$ cat config.mk
export PLATFORM = sky130hd
export DESIGN_NAME = fp32_norm_round
export DESIGN_NICKNAME = d
export VERILOG_FILES = /design/src/rtl/fp32_nr_pkg.sv /design/src/rtl/fpnr_lzc27.sv /design/src/rtl/fp32_norm_round.sv
export SDC_FILE = /design/constraint.sdc
export NUM_CORES = 1
export LEC_CHECK = 0
export ABC_CLOCK_PERIOD_IN_PS = 3800
export BUFFER_PORTS_ARGS = -buffer_cell sky130_fd_sc_hd__buf_2
export CAP_MARGIN = 30
export CORE_MARGIN = 2
export CORE_UTILIZATION = 50
export DETAILED_ROUTE_END_ITERATION = 8
export GPL_TIMING_DRIVEN = 0
export PLACE_DENSITY = 0.74
export SKIP_CTS_REPAIR_TIMING = 1
export SYNTH_ARGS = -nofsm -noshare
export SYNTH_HDL_FRONTEND = slang
export SYNTH_SLANG_ARGS = --single-unit
$ cat constraint.sdc
create_clock -name clk -period 3.8 [get_ports clk]
set_input_delay 0.19 -clock clk [delete_from_list [all_inputs] [get_ports clk]]
set_output_delay 0.19 -clock clk [all_outputs]
set_load 0.05 [all_outputs]
$ cat src/rtl/fp32_nr_pkg.sv
// fp32_nr_pkg: shared constants and the normalize-to-round stage bundle
package fp32_nr_pkg;
  localparam int EXP_BIAS = 127;
  localparam int EXP_MAX = 255;
  localparam int FRAC_W = 23;
  localparam int MANT_W = 28;
  localparam int EXP_W = 10;
  localparam int EXP_IW = 12;
  typedef struct packed {
    logic sign;
    logic signed [EXP_IW-1:0] exp;
    logic [FRAC_W:0] mant;
    logic g;
    logic r;
    logic s;
    logic zero;
  } s1_t;
endpackage

$ cat src/rtl/fpnr_lzc27.sv
// fpnr_lzc27: leading-zero count of a 27-bit vector with an all-zero flag
module fpnr_lzc27 (
  input  logic [26:0] a,
  output logic [4:0]  cnt,
  output logic        zero
);
  always_comb begin
    cnt = 5'd27;
    for (int i = 0; i < 27; i++) cnt = a[i] ? 5'(26 - i) : cnt;
  end
  assign zero = ~|a;
endmodule

$ cat src/rtl/fp32_norm_round.sv
// fp32_norm_round: two-stage FP32 normalize/round-nearest-even/pack with valid/ready; define FPNR_SUBNORMAL_EN for gradual underflow
module fp32_norm_round
  import fp32_nr_pkg::*;
(
  input  logic              clk,
  input  logic              rst,
  input  logic              in_valid,
  output logic              in_ready,
  input  logic              in_sign,
  input  logic [EXP_W-1:0]  in_exp,
  input  logic [MANT_W-1:0] in_mant,
  output logic              out_valid,
  input  logic              out_ready,
  output logic [31:0]       out_result,
  output logic              out_overflow,
  output logic              out_underflow,
  output logic              out_inexact
);
  s1_t s1_d, s1_q;
  logic s1_v, s2_v, s2_take, all_zero, up, inx;
  logic [4:0] lz, sh;
  logic signed [EXP_IW-1:0] e_in, ef, er;
  logic [26:0] nm, m2, m;
  logic [24:0] sig;
  logic [7:0] fld;
  logic [34:0] res_d;
`ifdef FPNR_SUBNORMAL_EN
  logic signed [EXP_IW-1:0] lim, d;
  logic [4:0] rs;
  logic [57:0] ext;
  logic tiny;
`endif
  fpnr_lzc27 lzc (.a(in_mant[26:0]), .cnt(lz), .zero(all_zero));
  assign s2_take = !s2_v || out_ready;
  assign in_ready = !s1_v || s2_take;
  assign out_valid = s2_v;
  always_comb begin
    e_in = {{(EXP_IW-EXP_W){in_exp[EXP_W-1]}}, in_exp};
`ifdef FPNR_SUBNORMAL_EN
    lim = e_in > 12'sd1 ? e_in - 12'sd1 : '0;
    sh = $signed({7'd0, lz}) > lim ? lim[4:0] : lz;
`else
    sh = lz;
`endif
    nm = in_mant[27] ? {in_mant[27:2], |in_mant[1:0]} : in_mant[26:0] << sh;
    s1_d = '{sign: in_sign,
             exp: in_mant[27] ? e_in + 12'sd1 : e_in - $signed({7'd0, sh}),
             mant: nm[26:3], g: nm[2], r: nm[1], s: nm[0],
             zero: all_zero && !in_mant[27]};
  end
  always_comb begin
    m2 = {s1_q.mant, s1_q.g, s1_q.r, s1_q.s};
`ifdef FPNR_SUBNORMAL_EN
    d = 12'sd1 - s1_q.exp;
    rs = s1_q.exp > 12'sd0 ? 5'd0 : d > 12'sd31 ? 5'd31 : d[4:0];
    ext = {m2, 31'd0} >> rs;
    m = {ext[57:32], |ext[31:0]};
    ef = s1_q.exp > 12'sd0 ? s1_q.exp : 12'sd1;
    tiny = !m[26];
`else
    m = m2;
    ef = s1_q.exp;
`endif
    up = m[2] & (m[1] | m[0] | m[3]);
    sig = {1'b0, m[26:3]} + {24'd0, up};
    er = ef + {{(EXP_IW-1){1'b0}}, sig[24]};
    inx = |m[2:0];
    fld = (sig[24] | sig[23]) ? er[7:0] : 8'd0;
`ifdef FPNR_SUBNORMAL_EN
    res_d = s1_q.zero ? {3'b000, s1_q.sign, 31'd0}
          : er >= EXP_IW'(EXP_MAX) ? {3'b101, s1_q.sign, 8'hFF, 23'd0}
          : {1'b0, tiny & inx, inx, s1_q.sign, fld, sig[22:0]};
`else
    res_d = s1_q.zero ? {3'b000, s1_q.sign, 31'd0}
          : er >= EXP_IW'(EXP_MAX) ? {3'b101, s1_q.sign, 8'hFF, 23'd0}
          : er < 12'sd1 ? {3'b011, s1_q.sign, 31'd0}
          : {2'b00, inx, s1_q.sign, fld, sig[22:0]};
`endif
  end
  always_ff @(posedge clk) begin
    if (rst) begin
      s1_v <= 1'b0;
      s2_v <= 1'b0;
      s1_q <= '0;
      {out_overflow, out_underflow, out_inexact, out_result} <= '0;
    end else begin
      if (in_ready) begin
        s1_v <= in_valid;
        s1_q <= s1_d;
      end
      if (s2_take) begin
        s2_v <= s1_v;
        if (s1_v) {out_overflow, out_underflow, out_inexact, out_result} <= res_d;
      end
    end
  end
endmodule

==> qor.yml, run 1 <==
yosysTopAreaCellShare: 0.269
hold_class: "in2reg"
grt_setup_unrepaired: "true"
portBuffers: 71
synth_edf_count: 0
period_share: 1.01
comb_power_share: 0.292
switchingPower_w: 0.000826
nFillCells: 1005
grt_pass1_wl_um: 31100
die_x_um: 111
synth_area_per_cell_um2: 7.69
die_h_um: 111
clkPwrFrac: 0.336
cts_sinks: 77
tns_ns: -0.0666
placed_cell_area_mm2: 0.00628
place_congestion: 0.975
holdWs_ns: 0.0734
grt_usage: 0.314
synthCells: 745
slowest_stage: "or3_1"
path_buf_inv: 1
root_buffer: "clkbuf_16"
violations: "negative setup slack"
synthArstFlopShare: 0
critPathMaxFanout: 5
coreArea_mm2: 0.0113
cap_viol_max_count: 0
netlist_area_mm2: 0.00573
grt_max_degree: 12
synthTopCellsByArea: "dfxtp_1, a21oi_1, nand2_1"
instances_no_fill: 990
finClkSkew_ns: 0.00612
vias_per_cell: 6.37
power.density_mw_per_mm2: 361
dp.cells: 960
cp.required_ns: 4.06
min_period_ns: 3.83
antenna_found_initial: 0
timing.fmax_mhz: 261
path_class: "reg2reg"
first_pass_iters: 5
dieArea_mm2: 0.0123
drc: 0
start_kind: "flip-flop"
overflow: 0
wl_per_cell_um: 20.4
final_common_cell: "nand2_1"
final_max_slew_viol_count: 0
endpoint_kind: "flip-flop"
crit_chain: "and2_4 > ha_4 > nand2_2 > or2_4 > nor3_4 > nand4_1 > nor3_2 > ha_2 > ha_4 > xor2_4 > nand3_1 > or3_1 > nor4_2 > o21bai_2 > nor3_4 > clkbuf_16 > a21oi_1 > o22ai_1"
cts_tree: "yes"
leakage_nw: 2.76
initial_core_util: 0.506
dp_hpwl_um: 15700
worst_slack_ns: -0.0287
numCtsBuffers: 9
syn_nets: 804
diodes: 0
rows: 39
area_delta_synth_final_pct: 22.1
drive_gt1_frac: 0.217
slew_headroom: 0.528
drt_iter0_drc: 547
ant_nets: 0
cts.reportedPaths.clkPinSlew_ns: 0.06
stdcell_area_mm2: 0.00700
ys_seq_area_frac: 0.269
synth_ff_type: "dfxtp_1"
clk_latency_ns: 0.34
vias: 6303
outcome: "complete, but fails checks"
routed_wl_um: 20200
swShare: 0.327
yosysTopAreaCell: "dfxtp_1"
crit_family: "simple AND/OR/NAND/NOR gates"
cp_data_arrival_time_ns: 4.08
hold_viol: 0
yosys_warnings: 0
grt_pass1_vias: 5842
slowest_delay_ns: 0.37
setup_viol: 4
ff2ff_setup_slack_ns: -0.03
io_pins: 80
cts_buffer_depth: 2
vdd_ir_drop_max_uv: 561
ys_types: 85
tightestPinTransition_ns: 0.706
seq_power_share: 0.372
final_net_count: 902
post-place-ws_ns: -0.865
layout_common_cells: "nand2_1, buf_2, dfxtp_1"
synth_seq_cells: 77
intPower_w: 0.00170
htreeDepth: 3
==> flip-flops by register name (all words and copies together) (netlist names) <==
register and count:
ef 11, m 27, out_inexact 1, out_overflow 1, out_result 32, out_underflow 1
out_valid 1, s1_q 2, s1_v 1
==> area by class of cell <==
type	instances	area, µm²	share of cell area
buffer	44	245	0.0351
clock buffer	14	264	0.0377
clock inverter	1	30.0	0.00429
inverter	24	100	0.0143
multi-input combinational	596	4100	0.586
sequential	77	1550	0.221
tap	143	179	0.0256
timing repair buffer	91	533	0.0762
==> worst min-delay path: cells and delay by family <==
kind / cells / cell delay, ns
buf+inv: 1 / 0.08
simple gates: 2 / 0.10
==> synthesized netlist by cell type (all sizes together) (5+ instances only) <==
library cell  count
o31ai             5
a21o              5
nor2b             8
mux2             12
o31a              5
nor3             23
a221oi           14
dfxtp            77
nand4             5
nand2            90
a21oi            67
a211oi           19
ha               15
nand3            17
a311oi           10
xnor2            23
xor2             16
a221o             5
o2bb2ai           5
or3               7
nor2             75
nor4              9
buf              17
clkbuf           31
o21ai            41
inv              24
a31oi             9
o22ai            10
and2             11
mux2i            30
==> worst paths after layout <==
| kind | to | depth (start not counted) | startpoint |
|---|---|---|---|
| setup reg to reg | out_result[27] | 18 | m[3] |
| hold / removal | s1_v | 3 | in_valid |
| setup / recovery | out_result[27] | 18 | m[3] |
| hold reg to reg | out_result[5] | 2 | out_result[5] |
==> power groups by stage <==
| stage | sequential (W) | combinational (W) | clock [W] |
|---|---|---|---|
| floorplan | 0.00100 | 0.000405 | 0 |
| global placement | 0.000945 | 0.000651 | 0 |
| detailed placement | 0.000949 | 0.000658 | 0 |
| CTS | 0.000932 | 0.000663 | 0.000848 |
| global route | 0.000948 | 0.000789 | 0.000883 |
| finish | 0.000939 | 0.000738 | 0.000847 |
==> kinds of logic after synthesis <==
| logic type | after synthesis | share of synthesized area |
|---|---|---|
| mux | 42 | 0.0786 |
| xor+xnor | 39 | 0.0596 |
| fa+ha+maj | 16 | 0.0362 |
| simple gates | 265 | 0.220 |
| flops | 77 | 0.269 |
| buf+inv | 72 | 0.0587 |
| compound gates | 234 | 0.277 |
==> layer usage <==
layer / wire length (µm) / track usage / share of wire / up-vias
met1: 8810 / 0.425 / 0.44 / 3016
met4: 701 / 0.138 / 0.035 / 0
met2: 9320 / 0.505 / 0.46 / 317
met3: 1360 / 0.0394 / 0.068 / 50
li1: - / - / - / 2920
met5: 0 / 0 / 0 / -
==> per-stage QoR <==
step / utilization / power, W
finish: 0.618 / 0.00252
global route: 0.618 / 0.00262
CTS: 0.580 / 0.00244
detailed placement: 0.554 / 0.00161
global placement: 0.554 / 0.00160
floorplan: - / 0.00140
No activity file was read; power rests on OpenSTA's default activity.
==> run 2, diff against run 1 <==
--- a/config.mk
+++ b/config.mk
@@ -10,6 +10,7 @@
 export CAP_MARGIN = 30
 export CORE_MARGIN = 2
 export CORE_UTILIZATION = 50
+export CTS_BUF_LIST = sky130_fd_sc_hd__clkbuf_16
 export DETAILED_ROUTE_END_ITERATION = 8
 export GPL_TIMING_DRIVEN = 0
 export PLACE_DENSITY = 0.74
==> run 2 against run 1 <==
Against the previous run:
- the run still ends with negative setup slack left
- first-iteration DRC count shrank 5.9%
- global-route usage fell by 0.069 points
- sequential power is essentially flat
- worst setup slack improved by 0.0039 ns
- combinational power hardly changed
- via count increased by 0.41%
- clock power is 6.0% lower
- non-clock buffer count unchanged
- critical path type unchanged
- largest cell class unchanged
==> qor.yml, run 2 (synthesis gave the netlist of run 1 again) <==
outcome: "complete, but fails checks"
violations: "negative setup slack"
vias: 6329  # +0.41%
slowest_stage: "or3_1"
io_pins: 80  # unchanged
clk_latency_ns: 0.33  # about the same
dieArea_mm2: 0.0123  # unchanged
start_kind: "flip-flop"
routed_wl_um: 20200  # -0.14%
post-place-ws_ns: -0.865  # unchanged
htreeDepth: 3  # unchanged
cp_data_arrival_time_ns: 4.08  # about the same
dp.cells: 960  # unchanged
overflow: 0  # unchanged
power.density_mw_per_mm2: 354  # -1.8%
nFillCells: 1005  # unchanged
worst_slack_ns: -0.0248  # +0.00389 ns
leakage_nw: 2.76  # about the same
holdWs_ns: 0.0733  # -0.00000950 ns
dp_hpwl_um: 15700  # unchanged
cts.reportedPaths.clkPinSlew_ns: 0.06  # about the same
grt_max_degree: 12  # unchanged
rows: 39  # unchanged
numCtsBuffers: 9  # unchanged
tightestPinTransition_ns: 0.701  # -0.00474 ns
slew_headroom: 0.531  # +0.00317
drt_iter0_drc: 515  # -5.9%
slowest_delay_ns: 0.37  # about the same
vdd_ir_drop_max_uv: 559  # -0.36%
hold_class: "in2reg"
ant_nets: 0  # unchanged
crit_chain: "and2_4 > ha_4 > nand2_2 > or2_4 > nor3_4 > nand4_1 > nor3_2 > ha_2 > ha_4 > xor2_4 > nand3_1 > or3_1 > nor4_2 > o21bai_2 > nor3_4 > clkbuf_16 > a21oi_1 > o22ai_1"
diodes: 0  # unchanged
layout_common_cells: "nand2_1, buf_2, dfxtp_1"
cp.required_ns: 4.06  # about the same
initial_core_util: 0.506  # unchanged
hold_viol: 0  # unchanged
largest_register_ffs: 32  # unchanged
setup_viol: 4  # unchanged
drive_gt1_frac: 0.214  # -0.00354
tns_ns: -0.0571  # +0.00957 ns
first_pass_iters: 6  # +1
path_class: "reg2reg"
drc: 0  # unchanged
vias_per_cell: 6.39  # +0.41%
cts_sinks: 77  # unchanged
timing.fmax_mhz: 261  # +0.10%
critPathMaxFanout: 5  # unchanged
endpoint_kind: "flip-flop"
cts_tree: "yes"
grt_pass1_vias: 5826  # -0.27%
place_congestion: 0.975  # unchanged
final_net_count: 902  # unchanged
wl_per_cell_um: 20.4  # -0.14%
instances_no_fill: 990  # unchanged
portBuffers: 71  # unchanged
coreArea_mm2: 0.0113  # unchanged
finClkSkew_ns: 0.00405  # -0.00207 ns
antenna_found_initial: 0  # unchanged
cts_buffer_depth: 2  # unchanged
grt_pass1_wl_um: 31000  # -0.24%
root_buffer: "clkbuf_16"
period_share: 1.01  # -0.00102
final_common_cell: "nand2_1"
die_x_um: 111  # unchanged
min_period_ns: 3.82  # -0.00389 ns
finalPower_w: 0.00247  # -2.1%
area_delta_synth_final_pct: 21.7
grt_usage: 0.313  # -0.000692
grt_setup_unrepaired: "true"
final_max_slew_viol_count: 0  # unchanged
cap_viol_max_count: 0  # unchanged
die_h_um: 111  # unchanged
==> run 2: changes by cell type in the layout (fill, tap and decap cells not counted), sizes merged <==
cell,previous run,this run
inv,23,26
buf,108,107
clkinv,1,3
clkbuf,41,37
==> run 2: layer usage <==
metal | part of all wire | up-vias | track usage
li1 | - | 2934 | -
met1 | 0.44 | 3021 | 0.425
met2 | 0.46 | 319 | 0.503
met3 | 0.068 | 55 | 0.0377
met4 | 0.037 | 0 | 0.140
met5 | 0 | - | 0
==> run 2: stage by stage <==
stage	cell area, µm²	util
floorplan	5740	-
global placement	6270	0.554
detailed placement	6280	0.554
CTS	6550	0.579
global route	6980	0.616
finish	6980	0.616
==> run 2: final timing paths <==
| kind | start | to | slack (ns) | cells after the start |
|---|---|---|---|---|
| max | m[3] | out_result[27] | -0.02 | 18 |
| min | in_valid | s1_v | 0.07 | 3 |
| max reg2reg | m[3] | out_result[27] | -0.02 | 18 |
| min reg2reg | out_result[5] | out_result[5] | 0.45 | 2 |
==> run 2: cell type report <==
| type | instances | area, µm² | share of cell area |
|---|---|---|---|
| clock buffers | 9 | 225 | 0.0323 |
| clock inverters | 6 | 48.8 | 0.00699 |
| inverters | 24 | 100 | 0.0143 |
| well taps | 143 | 179 | 0.0256 |
| plain buffers | 44 | 249 | 0.0357 |
| repair buffers | 91 | 533 | 0.0764 |
| flip-flops and latches | 77 | 1550 | 0.222 |
| multi-input cells | 596 | 4100 | 0.587 |
==> run 2: critical path: cells and delay by family, from the launching register on <==
family | cells | cell delay [ns]
compound gates | 3 | 0.29
xor+xnor | 1 | 0.17
fa+ha+maj | 3 | 0.58
buf+inv | 1 | 0.20
flops | 1 | 0.36
simple gates | 10 | 2.15
==> run 2: power by group <==
part | switching [W] | leakage (nW) | total, W | internal, W
logic | 0.000450 | 1.98 | 0.000735 | 0.000285
registers | 0.0000685 | 0.634 | 0.000940 | 0.000871
clock network | 0.000304 | 0.144 | 0.000796 | 0.000492
==> run 3, diff against run 2 <==
--- a/config.mk
+++ b/config.mk
@@ -8,7 +8,7 @@
 export ABC_CLOCK_PERIOD_IN_PS = 3800
 export BUFFER_PORTS_ARGS = -buffer_cell sky130_fd_sc_hd__buf_2
 export CAP_MARGIN = 30
-export CORE_MARGIN = 2
+export CORE_ASPECT_RATIO = 0.75
 export CORE_UTILIZATION = 50
 export CTS_BUF_LIST = sky130_fd_sc_hd__clkbuf_16
 export DETAILED_ROUTE_END_ITERATION = 8
==> run 3 against run 2 <==
Against the previous run:
- the flow finishes with violations (design-rule violations)
- worst setup slack better by 0.073 ns
- clock skew is 0.0017 ns higher
- die area is 3.5% lower
- sequential share of layout area hardly changed
- cell area hardly changed
- first-iteration DRC count is 30% higher
- wire length is 5.2% higher
- combinational power is 0.5% higher
- flip-flop and latch count stayed put
- maximum frequency is 1.9% higher
- global-route usage is 3.0 points higher
- critical path depth is 1 higher
- critical path type unchanged
- highest routed layer unchanged
==> qor.yml, run 3 (synthesis gave the netlist of run 1 again) <==
outcome: "complete, but fails checks"
violations: "design-rule violations"
final_common_cell: "nand2_1"
io_pins: 80  # unchanged
place_congestion: 0.980  # +0.52%
ant_nets: 0  # unchanged
wl_met3_um: 2540  # +84%
clk_latency_ns: 0.34  # about the same
finClkSkew_ns: 0.00572  # +0.00167 ns
portBuffers: 71  # unchanged
dp.cells: 956  # -0.42%
start_kind: "flip-flop"
vias: 6419  # +1.4%
first_pass_iters: 8  # +2
stdcell_area_mm2: 0.00698  # about the same
vdd_ir_drop_max_uv: 238  # -57%
min_period_ns: 3.75  # -0.0729 ns
routed_wl_um: 21200  # +5.2%
drc: 6  # +6
grt_pass1_wl_um: 31100  # +0.42%
routed.top_layer: "met4"
layout_common_cells: "nand2_1, buf_2, dfxtp_1"
drt-met1-wl_um: 9260  # +4.7%
final_max_slew_viol_count: 0  # unchanged
hold_class: "in2reg"
slew_headroom: 0.517  # -0.0141
drive_gt1_frac: 0.219  # +0.00524
antenna_found_initial: 0  # unchanged
initial_core_util: 0.520  # +0.0136
timing.fmax_mhz: 267  # +1.9%
path_class: "reg2reg"
dp_hpwl_um: 16100  # +3.0%
endpoint_kind: "flip-flop"
grt_pass1_vias: 5686  # -2.4%
root_buffer: "clkbuf_16"
period_share: 0.987  # -0.0192
power.density_mw_per_mm2: 352  # -0.50%
dieArea_mm2: 0.0119  # -3.5%
area_delta_synth_final_pct: 21.7  # about the same
instances_no_fill: 985  # -0.51%
die_h_um: 94.7  # -15%
setup_viol: 0  # -4
cp.required_ns: 4.05  # about the same
diodes: 0  # unchanged
nFillCells: 974  # -3.1%
numCtsBuffers: 9  # unchanged
cap_viol_max_count: 0  # unchanged
largest_register_ffs: 32  # unchanged
rows: 33  # -15%
cts.reportedPaths.clkPinSlew_ns: 0.06  # about the same
tightestPinTransition_ns: 0.725  # +0.0238 ns
grt_usage: 0.343  # +0.0297
grt_max_degree: 14  # +2
fin_util: 0.633  # +0.0164
leakage_nw: 2.76  # -0.20%
ff2ff_setup_slack_ns: 0.05  # +0.07 ns
hold_viol: 0  # unchanged
placed_cell_area_mm2: 0.00627  # -0.14%
overflow: 0  # unchanged
die_x_um: 126  # +13%
cts_buffer_depth: 2  # unchanged
vias_per_cell: 6.52  # +1.9%
cts_tree: "yes"
htreeDepth: 3  # unchanged
coreArea_mm2: 0.0110  # -2.6%
wl_met2_um: 8990  # -2.2%
cp_data_arrival_time_ns: 4.00  # -0.08 ns
drt_iter0_drc: 669  # +30%
cts_sinks: 77  # unchanged
final_net_count: 900  # -0.22%
wl_per_cell_um: 21.5  # +5.7%
critPathMaxFanout: 10  # +5
-- run 3: worst max-delay path, cell delays in order, from the launching register on --
cell      delay [ns]
dfxtp_4         0.37
and2_1          0.13
ha_2            0.17
nand2_1         0.05
or2_4           0.29
nor3_4          0.14
nand4_1         0.12
buf_6           0.17
nor3_4          0.15
ha_4            0.20
ha_4            0.16
nand3_1         0.13
xor2_2          0.19
or3_4           0.40
nor4_4          0.24
o21bai_2        0.14
nor3_4          0.23
buf_12          0.15
a21oi_1         0.06
o22ai_1         0.18
-- run 3: worst paths after layout --
path,cells past startpoint,startpoint,to
worst max-delay path,19,m[3],out_result[26]
worst min-delay path,3,in_valid,s1_v
worst max register to register,19,m[3],out_result[26]
worst min register to register,2,out_result[4],out_result[4]
-- run 3: layout make-up --
type,count,area (µm²),area share
multi-input cells,596,4140,0.593
flip-flops and latches,77,1550,0.222
repair buffers,88,499,0.0716
plain buffers,45,249,0.0357
clock buffers,9,225,0.0323
well taps,140,175,0.0251
inverters,24,100,0.0143
clock inverters,6,41.3,0.00592
-- run 3: metal layers --
layer  track usage  up-vias
li1              -     2936
met1         0.470     3044
met2         0.517      392
met3         0.102       47
met4         0.103        0
met5             0        -
-- run 3: power breakdown --
part           switching, W  total, W  internal [W]
Sequential        0.0000691  0.000940      0.000871
Combinational      0.000460  0.000739      0.000279
Clock              0.000341  0.000779      0.000438
Total              0.000871   0.00246       0.00159
-- run 3: stage by stage --
step	power [W]	hold slack [ns]	TNS (ns)	worst slack [ns]
detailed placement	0.00161	0.404	-29.11	-0.856
floorplan	0.00140	0.311	-0.0907	-0.0105
global route	0.00256	0.0841	-0.747	-0.101
finish	0.00246	0.0558	0	0.0480
CTS	0.00238	0.0484	-29.28	-0.913
global placement	0.00160	0.398	-26.17	-0.756
